`src/rtl/clk_divider_multi.sv`:
```
`default_nettype none
// +--------------------------------------------------------------------------+
// | Module      : clk_divider_multi                                          |
// | Description : Multi-channel runtime-programmable clock divider. Each     |
// |               channel produces a 50%-duty divided clock (extra cycle of  |
// |               an odd ratio goes to the high phase) and a one-cycle tick  |
// |               on the last cycle of every period. Ratio updates are       |
// |               deferred to the period boundary so outputs never glitch.   |
// | Revision    : 1.0 - initial release                                      |
// +--------------------------------------------------------------------------+
// | Ports                                                                    |
// |   clk      in   1               system clock, rising edge               |
// |   rst_n    in   1               synchronous active-low reset            |
// |   en       in   CHANNELS        per-channel enable                       |
// |   sync     in   1               restart all channels at count 0         |
// |   ratio    in   CHANNELS*WIDTH  per-channel divisor (0/1 act as 2)      |
// |   div_clk  out  CHANNELS        registered divided clock                |
// |   tick     out  CHANNELS        registered end-of-period pulse          |
// |   pending  out  CHANNELS        requested ratio not yet active          |
// +--------------------------------------------------------------------------+
module clk_divider_multi #(
    parameter int CHANNELS = 2,
    parameter int WIDTH    = 15
) (
    input  logic                      clk,
    input  logic                      rst_n,
    input  logic [CHANNELS-1:0]       en,
    input  logic                      sync,
    input  logic [CHANNELS*WIDTH-1:0] ratio,
    output logic [CHANNELS-1:0]       div_clk,
    output logic [CHANNELS-1:0]       tick,
    output logic [CHANNELS-1:0]       pending
);

    localparam logic [WIDTH-1:0] c_min_ratio = WIDTH'(2);
    localparam logic [WIDTH-1:0] c_one       = WIDTH'(1);
    localparam logic [WIDTH-1:0] c_zero      = '0;

    genvar gi;
    generate
        for (gi = 0; gi < CHANNELS; gi++) begin : g_chan
            logic [WIDTH-1:0] w_raw;
            logic [WIDTH-1:0] w_rin;
            logic [WIDTH-1:0] w_last;
            logic [WIDTH-1:0] w_cnt_nxt;
            logic [WIDTH-1:0] w_act_nxt;
            logic             w_div_nxt;
            logic             w_tick_nxt;
            logic             w_pend_nxt;

            logic [WIDTH-1:0] r_cnt;
            logic [WIDTH-1:0] r_act;
            logic             r_div;
            logic             r_tick;
            logic             r_pend;

            assign w_raw = ratio[gi*WIDTH +: WIDTH];

            // Divisors below 2 cannot produce a valid two-phase clock, so they
            // are treated as 2; this also keeps act-1 from underflowing.
            assign w_rin  = (w_raw < c_min_ratio) ? c_min_ratio : w_raw;
            assign w_last = r_act - c_one;

            // Next count/divisor. A new divisor is only adopted when the
            // period wraps or on sync, which is what makes changes glitch-free.
            always_comb begin
                w_cnt_nxt = r_cnt;
                w_act_nxt = r_act;
                if (sync) begin
                    w_cnt_nxt = c_zero;
                    w_act_nxt = w_rin;
                end else if (en[gi]) begin
                    if (r_cnt == w_last) begin
                        w_cnt_nxt = c_zero;
                        w_act_nxt = w_rin;
                    end else begin
                        w_cnt_nxt = r_cnt + c_one;
                    end
                end
            end

            // Outputs are derived from the next state so that the registered
            // value always matches the count held in the same cycle.
            // Low phase covers counts below floor(act/2), so odd divisors give
            // the extra cycle to the high phase.
            assign w_div_nxt  = (w_cnt_nxt >= (w_act_nxt >> 1));
            assign w_tick_nxt = en[gi] & (w_cnt_nxt == (w_act_nxt - c_one));
            assign w_pend_nxt = (w_rin != w_act_nxt);

            always_ff @(posedge clk) begin
                if (!rst_n) begin
                    r_cnt  <= c_zero;
                    r_act  <= w_rin;
                    r_div  <= 1'b0;
                    r_tick <= 1'b0;
                    r_pend <= 1'b0;
                end else begin
                    r_cnt  <= w_cnt_nxt;
                    r_act  <= w_act_nxt;
                    r_div  <= w_div_nxt;
                    r_tick <= w_tick_nxt;
                    r_pend <= w_pend_nxt;
                end
            end

            assign div_clk[gi] = r_div;
            assign tick[gi]    = r_tick;
            assign pending[gi] = r_pend;
        end
    endgenerate

endmodule
`default_nettype wire
```
`config.mk`:
```
export PLATFORM = sky130hd
export DESIGN_NAME = clk_divider_multi
export DESIGN_NICKNAME = d
export VERILOG_FILES = /design/src/rtl/clk_divider_multi.sv
export SDC_FILE = /design/constraint.sdc
export NUM_CORES = 1
export LEC_CHECK = 0
export BUFFER_PORTS_ARGS = -buffer_cell sky130_fd_sc_hd__buf_2
export CORE_ASPECT_RATIO = 0.6
export CORE_UTILIZATION = 40
export CTS_BUF_LIST = sky130_fd_sc_hd__clkbuf_4 sky130_fd_sc_hd__clkbuf_8
export CTS_CLUSTER_DIAMETER = 80
export CTS_CLUSTER_SIZE = 25
export DETAILED_ROUTE_END_ITERATION = 7
export GPL_ROUTABILITY_DRIVEN = 0
export PLACE_DENSITY = 0.56
export SYNTH_ARGS = -nofsm -noshare
export SYNTH_HDL_FRONTEND = slang
export SYNTH_SLANG_ARGS = --single-unit
export TNS_END_PERCENT = 20
```
`constraint.sdc`:
```
create_clock -name clk -period 7.1 [get_ports clk]
set_input_delay 0.71 -clock clk [delete_from_list [all_inputs] [get_ports clk]]
set_output_delay 0.71 -clock clk [all_outputs]
set_load 0.01 [all_outputs]
```
==> metrics.txt <==
Net Count, Synth=862; crit path launch type=register; LEAKAGE=2.663 nW; Setup crit end kind=register; fill count=1541; grt total ovfl=0; dpl hpwl=14100 µm; Rows=35; Pint=0.0006737 W; Overall Power=0.001037 W; min Tclk post-route=5480 ps; hold_sp=g_chan[0].r_cnt[14]; pin count of the biggest net entering global routing=74; Routed Wire Length=18340 µm; VDD IR max=0.00007412 V; maxcap violations=0; Gate power share=0.250; yosys warns=0; Rel. slew slack=0.4840; postcts setup bufs=0; Die W=163.9 µm; clock sink count=66; mapped cell area=6292 µm²; NetSw=0.0003630 W; Crit. Startpoint=g_chan[0].r_act[0]; pwr dens=154.2 nW/µm²; number of cells on the worst reg-to-reg path=19; RSZ-0062 raised after global routing=false; setup TNS=0 ps; Die Area=16250 µm²; crit-path max FO=49; TritonRoute pass-1 iters=5; initial core utilization=0.4094; # port buffers=40; Worst Path Required=7340 ps; predominant post-synthesis flop cell=dfxtp_1; Final Hold Violating Endpoints=0; H-Tree Depth=3; Pins Over Slew Limit=0; Worst R2R Start=g_chan[0].r_act[0]; Synth area leader=dfxtp_1; share of post-route cells with drive strength above 1=0.08816; Clk Latency, worst-skew pair=360 ps; worst path cell trace=inv_1, ha_1, or4b_1, or4b_1, a211o_1, a32oi_2, a41oi_4, buf_4, mux2i_1, ha_1, a21o_1, a21o_1, a21o_1, a21o_1, a21oi_1, nor2b_1, o21ai_0, a21oi_1, o41a_1; r2r setup slk=1620 ps; DR WL/cell=18.40 µm; Die H=99.15 µm; Setup violations, final=0; Async SR Flop Fraction=0; core region area=15370 µm²; first-pass GRT wire length=29020 µm; Worst path most repeated cell=a21o_1; DRC errors left=0; EDFF count, synth=0; Peak Freq=182.5 MHz; Yosys reg bits=66; post_cts resized=0; sw frac=0.3502; cells after synthesis=793; critical path type=reg2reg; Min-Delay Path Class=reg2reg; io pins=41; synth top area cells=dfxtp_1, xnor2_1, xor2_1; CTS max path bufs=2; Post-synth top cells=nor2_1, xnor2_1, dfxtp_1; vias in the first global route=5150; register area share after synthesis=0.2100; final worst path period share=0.7719; Seq pwr share=0.423; Slowest Stage Delay on Critical Path=540 ps; CTS Hold Buffers Added=0; clk slew on worst S/H paths=90 ps; Fin Clk Skew=12.98 ps; nets@finish=859; # diodes=0; Worst Hold Path Cells=2; Worst EP arrival=5720 ps; area delta synth->final=6.840%; slowest library cell on the worst path=or4b_1; library cells used by synthesis=66; antenna-violating nets left=0; CTS tree=built; vias=5686; most common cell in the synthesized netlist=nor2_1; Worst Tran Pin Value=768.1 ps; number of buffers created by CTS=9; Via density=5.703; status=complete, no violations; Clock power frac=0.327; initial DRC count=475; top cell type's share of synthesized area=0.2100; Syn Area/Cell=7.935 µm²; clk root buf=clkbuf_8; initial antenna violation count=0; GRT Total Usage=0.2322
[path summary, 6_finish.rpt]
path	to
max	g_chan[0].r_div
min	g_chan[0].r_cnt[14]
max reg2reg	g_chan[0].r_div
min reg2reg	g_chan[0].r_cnt[14]
[sequential cells by signal (all words and copies together) (netlist names)]
name and count:
g_chan.r_tick 2, g_chan.r_div 2, g_chan.r_cnt 30, g_chan.r_act 30, g_chan.r_pend 2
[layout by cell type (no fill, tap or decap), types with 3 or more instances in the layout]
cell type	instances
o21a_1	3
nor3_1	18
a311oi_1	3
nor4_1	17
inv_1	17
xor2_1	59
a211oi_1	6
dfxtp_1	66
buf_4	5
a41oi_1	3
o21ai_0	12
or4_1	10
nor2b_1	35
mux2i_1	48
a21o_1	15
nor2_1	92
or4b_1	3
nor4b_1	3
nor3b_1	3
and3_1	14
nand3b_1	5
a31oi_1	6
xnor2_1	80
and2_1	5
a21oi_1	40
mux2_2	3
nand4_1	14
o41ai_1	3
ha_1	34
buf_2	40
nand2_1	40
nand2b_1	6
o21ai_1	3
or3_1	10
nand3_1	24
clkbuf_8	10
[worst max-delay path, delay by kind of cell, from the launching register on]
kind	cells	cell delay [ps]
simple gates	3	1110
fa+ha+maj	2	590
compound gates	11	2450
mux	1	370
flops	1	380
buf+inv	2	440
[final cells by class]
class | instances | area [µm²] | share of cell area
clock buffers | 10 | 137.6 | 0.02047
clock inverters | 5 | 55.05 | 0.008189
inverters | 17 | 63.81 | 0.009492
multi-input cells | 651 | 4653 | 0.6922
flip-flops and latches | 66 | 1321 | 0.1965
well taps | 203 | 254.0 | 0.03778
repair buffers | 45 | 237.7 | 0.03536
[routing by layer]
metal / vias to the layer above / wire, µm / GRT usage
met3: 10 / 1599 / 0.05796
li1: 2770 / - / -
met5: - / 0 / 0
met1: 2716 / 9759 / 0.3771
met2: 190 / 6882 / 0.2947
met4: 0 / 99 / 0.04416
[metrics by stage]
step / area [µm²] / instances / hold slack [ps] / utilization / worst slack, ps
after global placement: 6530 / 982 / 581.1 / 0.4248 / 1857
after global routing: 6723 / 997 / 633.2 / 0.4374 / 1337
final: 6723 / 997 / 618.2 / 0.4374 / 1620
after CTS: 6723 / 997 / 619.6 / 0.4374 / 1706
after detailed placement: 6530 / 982 / 598.7 / 0.4248 / 1766
after floorplan: 6292 / 793 / 545.5 / - / 2115
[power by group through the flow]
stage	clock network [W]	registers [W]	logic, W
after floorplan	0	0.000405	0.000223
after global placement	0	0.000445	0.000252
after detailed placement	0	0.000446	0.000254
after CTS	0.000347	0.000438	0.000256
after global routing	0.000360	0.000443	0.000284
final	0.000339	0.000439	0.000259
[cells by family after synthesis]
kind of cell | after synthesis | share of synthesized area
AND/OR/NAND/NOR | 307 | 0.2539
XOR/XNOR | 142 | 0.2044
AO/OA/AOI/OAI | 116 | 0.1279
buffers and inverters | 76 | 0.05230
flip-flops | 66 | 0.2100
multiplexers | 52 | 0.08391
adder cells (fa/ha/maj) | 34 | 0.06761
Power figures use the tool's default switching activity.
